[config.mk]
export PLATFORM = sky130hd
export DESIGN_NAME = multi_ctrl
export DESIGN_NICKNAME = d
export VERILOG_FILES = /design/src/rtl/multi_ctrl.sv
export SDC_FILE = /design/constraint.sdc
export NUM_CORES = 1
export LEC_CHECK = 0
export BUFFER_PORTS_ARGS = -buffer_cell sky130_fd_sc_hd__buf_2
export CORE_MARGIN = 2
export CORE_UTILIZATION = 32
export CTS_BUF_LIST = sky130_fd_sc_hd__clkbuf_16
export CTS_CLUSTER_DIAMETER = 40
export DETAILED_ROUTE_END_ITERATION = 16
export GPL_TIMING_DRIVEN = 0
export HOLD_SLACK_MARGIN = 0.06
export RECOVER_POWER = 100
export SLEW_MARGIN = 20
export SYNTH_ARGS = -nofsm -noshare
export SYNTH_HDL_FRONTEND = slang
export SYNTH_SLANG_ARGS = --single-unit
[constraint.sdc]
create_clock -name clk -period 2.15 [get_ports clk]
set_input_delay 0.3225 -clock clk [delete_from_list [all_inputs] [get_ports clk]]
set_output_delay 0.3225 -clock clk [all_outputs]
set_load 0.005 [all_outputs]
[src/rtl/multi_ctrl.sv]
`default_nettype none
// ============================================================================
//  Module   : multi_ctrl
//  Purpose  : Multi-cycle MIPS-subset control unit. A 5-bit state register
//             walks each instruction through fetch, decode, execute, memory
//             and write-back steps. All datapath controls are decoded
//             combinationally from the current state, Inst and MIO_ready.
//  Ports    : clk, reset (sync, active-high)
//             Inst[31:0]     instruction register (opcode [31:26], funct [5:0])
//             MIO_ready      memory access completes this cycle
//             zero           ALU zero flag (consumed by the datapath PC enable)
//             MemRead/MemWrite/CPU_MIO, IorD, IRWrite, RegWrite, PCWrite,
//             PCWriteCond, Branch, unsign       1-bit controls
//             RegDst, MemtoReg, ALUSrcA, ALUSrcB, PCSource   2-bit selects
//             ALU_operation[2:0], state_out[4:0] (debug)
//  Revision : 1.0  initial release
// ============================================================================
module multi_ctrl (
    input  logic        clk,
    input  logic        reset,
    input  logic [31:0] Inst,
    input  logic        MIO_ready,
    input  logic        zero,
    output logic        MemRead,
    output logic        MemWrite,
    output logic        CPU_MIO,
    output logic        IorD,
    output logic        IRWrite,
    output logic        RegWrite,
    output logic        PCWrite,
    output logic        PCWriteCond,
    output logic        Branch,
    output logic        unsign,
    output logic [1:0]  RegDst,
    output logic [1:0]  MemtoReg,
    output logic [1:0]  ALUSrcA,
    output logic [1:0]  ALUSrcB,
    output logic [1:0]  PCSource,
    output logic [2:0]  ALU_operation,
    output logic [4:0]  state_out
);

    localparam logic [4:0] S_IF       = 5'd0;
    localparam logic [4:0] S_ID       = 5'd1;
    localparam logic [4:0] S_MEM_ADDR = 5'd2;
    localparam logic [4:0] S_MEM_RD   = 5'd3;
    localparam logic [4:0] S_LW_WB    = 5'd4;
    localparam logic [4:0] S_MEM_WR   = 5'd5;
    localparam logic [4:0] S_R_EXE    = 5'd6;
    localparam logic [4:0] S_ALU_WB   = 5'd7;
    localparam logic [4:0] S_BR       = 5'd8;
    localparam logic [4:0] S_J        = 5'd9;
    localparam logic [4:0] S_I_EXE    = 5'd10;
    localparam logic [4:0] S_LUI_WB   = 5'd11;
    localparam logic [4:0] S_JAL      = 5'd12;
    localparam logic [4:0] S_JR       = 5'd13;
    localparam logic [4:0] S_JALR     = 5'd14;

    localparam logic [5:0] C_OP_RTYPE = 6'h00;
    localparam logic [5:0] C_OP_J     = 6'h02;
    localparam logic [5:0] C_OP_JAL   = 6'h03;
    localparam logic [5:0] C_OP_BEQ   = 6'h04;
    localparam logic [5:0] C_OP_BNE   = 6'h05;
    localparam logic [5:0] C_OP_ADDI  = 6'h08;
    localparam logic [5:0] C_OP_SLTI  = 6'h0A;
    localparam logic [5:0] C_OP_ANDI  = 6'h0C;
    localparam logic [5:0] C_OP_ORI   = 6'h0D;
    localparam logic [5:0] C_OP_XORI  = 6'h0E;
    localparam logic [5:0] C_OP_LUI   = 6'h0F;
    localparam logic [5:0] C_OP_LW    = 6'h23;
    localparam logic [5:0] C_OP_SW    = 6'h2B;

    localparam logic [5:0] C_FN_SRL   = 6'h02;
    localparam logic [5:0] C_FN_JR    = 6'h08;
    localparam logic [5:0] C_FN_JALR  = 6'h09;
    localparam logic [5:0] C_FN_ADD   = 6'h20;
    localparam logic [5:0] C_FN_SUB   = 6'h22;
    localparam logic [5:0] C_FN_AND   = 6'h24;
    localparam logic [5:0] C_FN_OR    = 6'h25;
    localparam logic [5:0] C_FN_XOR   = 6'h26;
    localparam logic [5:0] C_FN_NOR   = 6'h27;
    localparam logic [5:0] C_FN_SLT   = 6'h2A;

    localparam logic [2:0] C_ALU_AND  = 3'b000;
    localparam logic [2:0] C_ALU_OR   = 3'b001;
    localparam logic [2:0] C_ALU_ADD  = 3'b010;
    localparam logic [2:0] C_ALU_XOR  = 3'b011;
    localparam logic [2:0] C_ALU_NOR  = 3'b100;
    localparam logic [2:0] C_ALU_SRL  = 3'b101;
    localparam logic [2:0] C_ALU_SUB  = 3'b110;
    localparam logic [2:0] C_ALU_SLT  = 3'b111;

    logic [4:0] r_state;
    logic [4:0] w_next;
    logic [5:0] w_op;
    logic [5:0] w_funct;
    logic       w_unused;

    assign w_op     = Inst[31:26];
    assign w_funct  = Inst[5:0];
    // Branch resolution (zero == Branch) happens in the datapath PC enable.
    assign w_unused = ^{zero, Inst[25:6]};

    always_ff @(posedge clk) begin
        if (reset) begin
            r_state <= S_IF;
        end else begin
            r_state <= w_next;
        end
    end

    always_comb begin
        MemRead       = 1'b0;
        MemWrite      = 1'b0;
        CPU_MIO       = 1'b0;
        IorD          = 1'b0;
        IRWrite       = 1'b0;
        RegWrite      = 1'b0;
        PCWrite       = 1'b0;
        PCWriteCond   = 1'b0;
        Branch        = 1'b0;
        unsign        = 1'b0;
        RegDst        = 2'b00;
        MemtoReg      = 2'b00;
        ALUSrcA       = 2'b00;
        ALUSrcB       = 2'b00;
        PCSource      = 2'b00;
        ALU_operation = C_ALU_AND;
        state_out     = 5'd0;
        w_next        = S_IF;
        // Reset masks every output so a stalled access is dropped at once.
        if (!reset) begin
            state_out = r_state;
            case (r_state)
                S_IF: begin
                    MemRead       = 1'b1;
                    CPU_MIO       = 1'b1;
                    IRWrite       = MIO_ready;
                    ALUSrcB       = 2'b01;
                    ALU_operation = C_ALU_ADD;
                    PCWrite       = 1'b1;
                    w_next        = MIO_ready ? S_ID : S_IF;
                end
                S_ID: begin
                    // PC already incremented: ALUOut <= PC + (imm << 2).
                    ALUSrcB       = 2'b11;
                    ALU_operation = C_ALU_ADD;
                    case (w_op)
                        C_OP_LW, C_OP_SW: w_next = S_MEM_ADDR;
                        C_OP_RTYPE: begin
                            case (w_funct)
                                C_FN_JR:   w_next = S_JR;
                                C_FN_JALR: w_next = S_JALR;
                                C_FN_ADD, C_FN_SUB, C_FN_AND, C_FN_OR,
                                C_FN_XOR, C_FN_NOR, C_FN_SLT, C_FN_SRL:
                                           w_next = S_R_EXE;
                                default:   w_next = S_IF;
                            endcase
                        end
                        C_OP_BEQ, C_OP_BNE: w_next = S_BR;
                        C_OP_J:             w_next = S_J;
                        C_OP_JAL:           w_next = S_JAL;
                        C_OP_ADDI, C_OP_ANDI, C_OP_ORI, C_OP_XORI, C_OP_SLTI:
                                            w_next = S_I_EXE;
                        C_OP_LUI:           w_next = S_LUI_WB;
                        default:            w_next = S_IF;
                    endcase
                end
                S_MEM_ADDR: begin
                    ALUSrcA       = 2'b01;
                    ALUSrcB       = 2'b10;
                    ALU_operation = C_ALU_ADD;
                    w_next        = (w_op == C_OP_LW) ? S_MEM_RD : S_MEM_WR;
                end
                S_MEM_RD: begin
                    IorD    = 1'b1;
                    MemRead = 1'b1;
                    CPU_MIO = 1'b1;
                    w_next  = MIO_ready ? S_LW_WB : S_MEM_RD;
                end
                S_LW_WB: begin
                    MemtoReg = 2'b01;
                    RegWrite = 1'b1;
                end
                S_MEM_WR: begin
                    IorD     = 1'b1;
                    MemWrite = 1'b1;
                    CPU_MIO  = 1'b1;
                    w_next   = MIO_ready ? S_IF : S_MEM_WR;
                end
                S_R_EXE: begin
                    ALUSrcA = (w_funct == C_FN_SRL) ? 2'b10 : 2'b01;
                    case (w_funct)
                        C_FN_SUB: ALU_operation = C_ALU_SUB;
                        C_FN_AND: ALU_operation = C_ALU_AND;
                        C_FN_OR:  ALU_operation = C_ALU_OR;
                        C_FN_XOR: ALU_operation = C_ALU_XOR;
                        C_FN_NOR: ALU_operation = C_ALU_NOR;
                        C_FN_SLT: ALU_operation = C_ALU_SLT;
                        C_FN_SRL: ALU_operation = C_ALU_SRL;
                        default:  ALU_operation = C_ALU_ADD;
                    endcase
                    w_next = S_ALU_WB;
                end
                S_ALU_WB: begin
                    // Shared by R-type (dest rd) and I-type (dest rt).
                    RegDst   = (w_op == C_OP_RTYPE) ? 2'b01 : 2'b00;
                    RegWrite = 1'b1;
                end
                S_BR: begin
                    ALUSrcA       = 2'b01;
                    ALU_operation = C_ALU_SUB;
                    PCSource      = 2'b01;
                    PCWriteCond   = 1'b1;
                    Branch        = (w_op == C_OP_BEQ);
                end
                S_J: begin
                    PCSource = 2'b10;
                    PCWrite  = 1'b1;
                end
                S_I_EXE: begin
                    ALUSrcA = 2'b01;
                    ALUSrcB = 2'b10;
                    case (w_op)
                        C_OP_ANDI: ALU_operation = C_ALU_AND;
                        C_OP_ORI:  ALU_operation = C_ALU_OR;
                        C_OP_XORI: ALU_operation = C_ALU_XOR;
                        C_OP_SLTI: ALU_operation = C_ALU_SLT;
                        default:   ALU_operation = C_ALU_ADD;
                    endcase
                    unsign = (w_op == C_OP_ANDI) || (w_op == C_OP_ORI) ||
                             (w_op == C_OP_XORI);
                    w_next = S_ALU_WB;
                end
                S_LUI_WB: begin
                    MemtoReg = 2'b10;
                    RegWrite = 1'b1;
                end
                S_JAL: begin
                    PCSource = 2'b10;
                    PCWrite  = 1'b1;
                    RegDst   = 2'b10;
                    MemtoReg = 2'b11;
                    RegWrite = 1'b1;
                end
                S_JR: begin
                    PCSource = 2'b11;
                    PCWrite  = 1'b1;
                end
                S_JALR: begin
                    PCSource = 2'b11;
                    PCWrite  = 1'b1;
                    RegDst   = 2'b01;
                    MemtoReg = 2'b11;
                    RegWrite = 1'b1;
                end
                default: w_next = S_IF;
            endcase
        end
    end

endmodule
`default_nettype wire

==> results of run 1 <==
-- what timing repair did --
| item | 4_1_cts | 5_1_grt |
|---|---|---|
| gates cloned | 0 | 0 |
| resized for setup | 3 | 8 |
| setup endpoints to repair | 7 | 8 |
-- power by group through the flow --
stage | Sequential (mW) | Clock [mW] | Combinational (mW)
after floorplan | 0.0788 | 0 | 0.0896
after global placement | 0.0793 | 0 | 0.130
after CTS | 0.0785 | 0.294 | 0.132
final | 0.0785 | 0.285 | 0.127
after global routing | 0.0789 | 0.302 | 0.142
after detailed placement | 0.0794 | 0 | 0.131
-- logic make-up after synthesis --
family / after synthesis / share of synthesized area (%)
and+or+nand+nor: 89 / 48.4
AOI/OAI and AO/OA: 44 / 28.5
buffers and inverters: 25 / 9.70
muxes: 4 / 3.97
DFF: 4 / 7.48
xor gates and xnor gates: 2 / 1.64
other: 1 / 0.350
-- per-stage QoR --
| step | hold WS [ns] | util [%] | std cells |
|---|---|---|---|
| 2_1_floorplan | 0.523 | - | 169 |
| 3_3_place_gp | 0.769 | 39.7 | 250 |
| 3_5_place_dp | 0.759 | 39.7 | 250 |
| 4_1_cts | 0.525 | 41.9 | 251 |
| 5_1_grt | 0.567 | 41.0 | 251 |
| 6_report | 0.532 | 41.0 | 251 |
-- worst max path at each step --
stage          startpoint               end  slack, ns  cells after the start
2_1_floorplan  r_state[0]  ALU_operation[0]       0.50                      6
3_3_place_gp   r_state[2]  ALU_operation[1]       0.18                      7
3_5_place_dp   r_state[2]  ALU_operation[1]       0.15                      7
4_1_cts        r_state[0]  ALU_operation[2]       0.02                      6
5_1_grt        r_state[0]  ALU_operation[1]       0.02                      6
6_report       r_state[3]            Branch       0.17                      5
-- cells in the final DEF (no fill, tap or decap), drive strengths merged, types with 6 or more instances in the layout --
cell,synthesis,final
nor2,18,18
clkbuf,12,32
buf,7,23
o21ai,9,9
a21oi,12,12
nor4,7,7
inv,6,6
nor2b,7,7
nand2b,11,11
and3,7,7
nor3,9,9
nand2,11,11
-- layer usage --
| metal | GRT usage, % | part of all wire, % | vias up |
|---|---|---|---|
| met5 | 0 | 0 | - |
| met4 | 1.52 | 0 | 0 |
| met3 | 2.28 | 4.7 | 0 |
| met2 | 29.2 | 46 | 37 |
| met1 | 23.4 | 49 | 626 |
| li1 | - | - | 693 |
-- layout make-up --
class                      instances  area (um2)
buffer                            17        80.1
fill                             379        1940
inverter                           6        22.5
sequential                         4        80.1
multi-input combinational        140         878
tap                               46        57.6
timing repair buffer              35         153
clock buffer                       3        75.1
-- worst max-delay path: stages (launching register included) --
cell,delay [ns]
dfxtp_1,0.29
clkbuf_1,0.28
nand2b_1,0.17
nor4_1,0.32
and4b_1,0.27
clkbuf_1,0.11
==> impl_metrics.json, run 1 <==
{
  "area_delta_synth_final_pct": 25.7,
  "synthTopCellsByCount": "18 x nor2_1, 12 x a21oi_1, 12 x clkbuf_1",
  "grt_remaining_overflow": 0,
  "via_per_inst": 5.40,
  "drive_above_1_share_pct": 19.0,
  "initial_core_util_pct": 32.6,
  "p_sw_share_pct": 25.7,
  "cts_buffers": 3,
  "ant_nets": 0,
  "core_um2": 3280,
  "pre_cts_ws_ns": 0.149,
  "r2r_slack_ns": 0.24,
  "critical_path_class": "reg2out",
  "cts_buffer_depth": 2,
  "yosys.area.top_type": "dfxtp_1",
  "regToRegStartpoint": "r_state[0]",
  "max-slew-margin-rel_pct": 54.6,
  "whs_path_depth": 4,
  "clockPowerShare_pct": 58.2,
  "synth_top_area_share_pct": 7.48,
  "synth_edf_count": 0,
  "path_clk_slew_ns": 0.03,
  "synth_cells": 169,
  "die_height_um": 61.9,
  "num_vias": 1356,
  "grt_antenna_before_repair": 0,
  "syn_area_um2": 1070,
  "yosysMostFrequentCell": "nor2_1",
  "reg.largest.list": "r_state: 4 flops",
  "synth_ff_type": "dfxtp_1",
  "worstMarginPinSlew_ns": 0.679,
  "clock_latency_ns": 0.22,
  "cts_root_buf": "clkbuf_16",
  "hpwl_um": 2490,
  "yosysSeqAreaShare_pct": 7.48,
  "syn_nets": 205,
  "hold_class": "in2reg",
  "cp.arrival_ns": 1.66,
  "drc_errors": 0,
  "postSynth.asyncResetShare_pct": 0,
  "post-route-min-period_ns": 1.98,
  "crit_fanout": 8,
  "antenna_cells": 0,
  "avgSynthCellArea_um2": 6.34,
  "cp-start-kind": "register",
  "grt_pass1_vias": 1103,
  "p_total_uw": 490,
  "drt_pass1_iterations": 4,
  "top_register": "r_state",
  "internal_power_uw": 364,
  "power.density_nw_per_um2": 364,
  "nNetsFinal": 243,
  "drv_cap": 0,
  "yosysUniqueCellTypes": 49,
  "ir_drop_uv": 312,
  "cts_tree": "done",
  "cts.sinks": 4,
  "pin_count": 64,
  "totalWireLength_um": 3300,
  "rsz0062_at_grt": "no",
  "holdPathEnd": "r_state[1]",
  "hold_violations": 0,
  "ys_warn_count": 0,
  "grt_start_max_net_pins": 11,
  "r2r_end": "r_state[2]",
  "ys_top_cells_by_area": "dfxtp_1 7.5%, nor2_1 6.3%, a21oi_1 5.6%, nand2b_1 5.3%, clkbuf_1 4.2%",
  "comb_power_share_pct": 25.8,
  "cts_hold_buf": 0,
  "skew_ns": 0.00299,
  "row_count": 21,
  "critPathCaptureType": "output port",
  "track_usage_pct": 16.9,
  "p_leak_nw": 0.575,
  "fin_tns_setup_ns": 0,
  "final.setup.worst_slack_ns": 0.167,
  "portBuffers": 35,
  "worstPathRequired_ns": 1.83,
  "period_share_pct": 92.2,
  "seqPwrFrac_pct": 16.0,
  "largest_reg_flops": 4,
  "dpl-instance-area_um2": 1300,
  "fin_area_um2": 1350,
  "h-tree-depth": 1,
  "hp-start": "reset",
  "synth-seq-cells": 4,
  "drtIter0Drc": 80,
  "p_switching_uw": 126,
  "postCtsSetupBuffers": 0,
  "r2r_cells": 5,
  "setup_viol": 0,
  "slew_violations": 0,
  "die-area_um2": 3830,
  "die_x_um": 61.9,
  "fmax_mhz": 504,
  "status": "finished, final reports clean",
  "drt-wirelength-per-cell_um": 13.2,
  "grt_pass1_wl_um": 5010,
  "place.gp.congestion": 0.865
}
(Power assumes the default switching activity.)
==> inputs of run 2 (changes only) <==
--- a/config.mk
+++ b/config.mk
@@ -10,5 +10,5 @@
 export CORE_UTILIZATION = 32
 export CTS_BUF_LIST = sky130_fd_sc_hd__clkbuf_16
-export CTS_CLUSTER_DIAMETER = 40
+export CTS_CLUSTER_DIAMETER = 200
 export DETAILED_ROUTE_END_ITERATION = 16
 export GPL_TIMING_DRIVEN = 0
==> constraint.sdc (replaced) <==
create_clock -name clk -period 2.15 [get_ports clk]
set_input_delay 0.1075 -clock clk [delete_from_list [all_inputs] [get_ports clk]]
set_output_delay 0.1075 -clock clk [all_outputs]
set_load 0.005 [all_outputs]
==> run 2 against run 1 <==
  * Cell area fell by 1.1%
  * Wire length rose by 1.0%
  * Total power fell by 0.19%
  * Register-to-register slack got worse by 0.02 ns
  * First-iteration DRC count fell by 15%
  * Sequential power barely moved
  * Die area did not move
  * Largest power group unchanged
==> impl_metrics.json, run 2 (synthesis results as in run 1) <==
{
  "regArea_um2": 80.1,
  "hpwl_um": 2490,
  "final.setup.worst_slack_ns": 0.186,
  "largest_reg_flops": 4,
  "grt_remaining_overflow": 0,
  "via_per_inst": 5.33,
  "grt_pass1_wl_um": 5020,
  "row_count": 21,
  "die_height_um": 61.9,
  "hold_class": "in2reg",
  "hp-start": "reset",
  "path_clk_slew_ns": 0.03,
  "cts_buffer_depth": 2,
  "grt-busiest-layer": "met2",
  "pre_cts_ws_ns": 0.364,
  "critical_path_class": "reg2out",
  "fin_util_pct": 40.5,
  "fillers": 385,
  "numPlacedInstances": 250,
  "period_share_pct": 91.3,
  "area_delta_synth_final_pct": 24.3,
  "r2r_cells": 5,
  "die_x_um": 61.9,
  "grt_start_max_net_pins": 11,
  "grt_pass1_vias": 1110,
  "hold_ws_ns": 0.325,
  "ir_drop_uv": 312,
  "drc_errors": 0,
  "top_register": "r_state",
  "whs_path_depth": 4,
  "drv_cap": 0,
  "rsz0062_at_grt": "no",
  "multiInputGateArea_um2": 865,
  "power.density_nw_per_um2": 368,
  "core_um2": 3280,
  "fin_tns_setup_ns": 0,
  "use_met1_pct": 23.4,
  "crit_fanout": 8,
  "r2r_slack_ns": 0.22,
  "h-tree-depth": 1,
  "status": "finished, final reports clean",
  "critPathCaptureType": "output port",
  "worstMarginPinSlew_ns": 0.675,
  "grt_use_met2_pct": 29.3,
  "post-route-min-period_ns": 1.96,
  "cts.sinks": 4,
  "worstPathRequired_ns": 2.04,
  "slew_violations": 0,
  "fmax_mhz": 509,
  "ant_nets": 0,
  "max-slew-margin-rel_pct": 54.9,
  "grt_antenna_before_repair": 0,
  "totalWireLength_um": 3340,
  "track_usage_pct": 17.0,
  "hold_violations": 0,
  "most-common-layout-cells": "33 x clkbuf_1, 18 x buf_2, 18 x nor2_1",
  "cts_tree": "done",
  "drt-wirelength-per-cell_um": 13.2,
  "postCtsSetupBuffers": 0,
  "num_vias": 1349,
  "drive_above_1_share_pct": 14.5,
  "place.gp.congestion": 0.865,
  "holdPathEnd": "r_state[1]",
  "regToRegStartpoint": "r_state[2]",
  "portBuffers": 35,
  "clock_latency_ns": 0.22,
  "cts_root_buf": "clkbuf_16",
  "final_common_cell": "clkbuf_1",
  "grt.met3_usage_pct": 2.28,
  "cts_buffers": 3,
  "antenna_cells": 0,
  "skew_ns": 0.00276,
  "cp-start-kind": "register",
  "r2r_end": "r_state[2]",
  "final_cells": 253,
  "nNetsFinal": 245,
  "pin_count": 64,
  "dpl-instance-area_um2": 1300,
  "setup_viol": 0,
  "p_leak_nw": 0.547,
  "drt_pass1_iterations": 4,
  "drtIter0Drc": 68,
  "reg.largest.list": "r_state: 4 flops",
  "initial_core_util_pct": 32.6,
  "p_total_uw": 490,
  "fin_area_um2": 1330,
  "cp.arrival_ns": 1.86,
  "die-area_um2": 3830
}
[run 2: changes by cell type in the layout (fill, tap and decap cells not counted), sizes merged]
cell	before	now
buf	23	19
clkbuf	32	38
[run 2: timing repair]
action,CTS,global route
resized for setup,0,2
hold buffers,0,0
endpoints found under the setup margin,0,3
[run 2: final cells by class]
class                           instances  area share (%)
Multi-Input combinational cell        140            64.9
Timing Repair Buffer                   35            11.2
Buffer                                 19            6.20
Sequential cell                         4            6.02
Clock buffer                            3            5.64
Tap cell                               46            4.32
Inverter                                6            1.69
[run 2: worst max-delay path by stage]
stage / from / to / slack, ns / depth (start not counted)
after detailed placement: r_state[2] / ALU_operation[1] / 0.36 / 7
after global routing: r_state[2] / ALU_operation[2] / 0.01 / 6
after CTS: r_state[2] / ALU_operation[1] / 0.11 / 7
after global placement: r_state[2] / ALU_operation[1] / 0.40 / 7
final: r_state[0] / ALU_operation[0] / 0.19 / 7
after floorplan: r_state[2] / r_state[2] / 0.70 / 5
[run 2: per-layer routing]
layer / vias to the layer above / routed length [um]
li1: 692 / -
met1: 626 / 1650
met2: 31 / 1560
met3: 0 / 132
met4: 0 / 0
met5: - / 0
[run 2: where the power goes]
group | total [mW] | switching [mW] | internal (mW)
combinational | 0.126 | 0.0765 | 0.0498
clock | 0.285 | 0.0478 | 0.237
sequential | 0.0783 | 0.00207 | 0.0762
[run 2: critical path: stages, from the launching register on]
cell and delay, ns:
dfxtp_1 0.35, nand2b_1 0.16, clkbuf_1 0.22, or3_1 0.44, nor3_1 0.19, a21oi_1 0.06
nor2_1 0.10, clkbuf_1 0.12
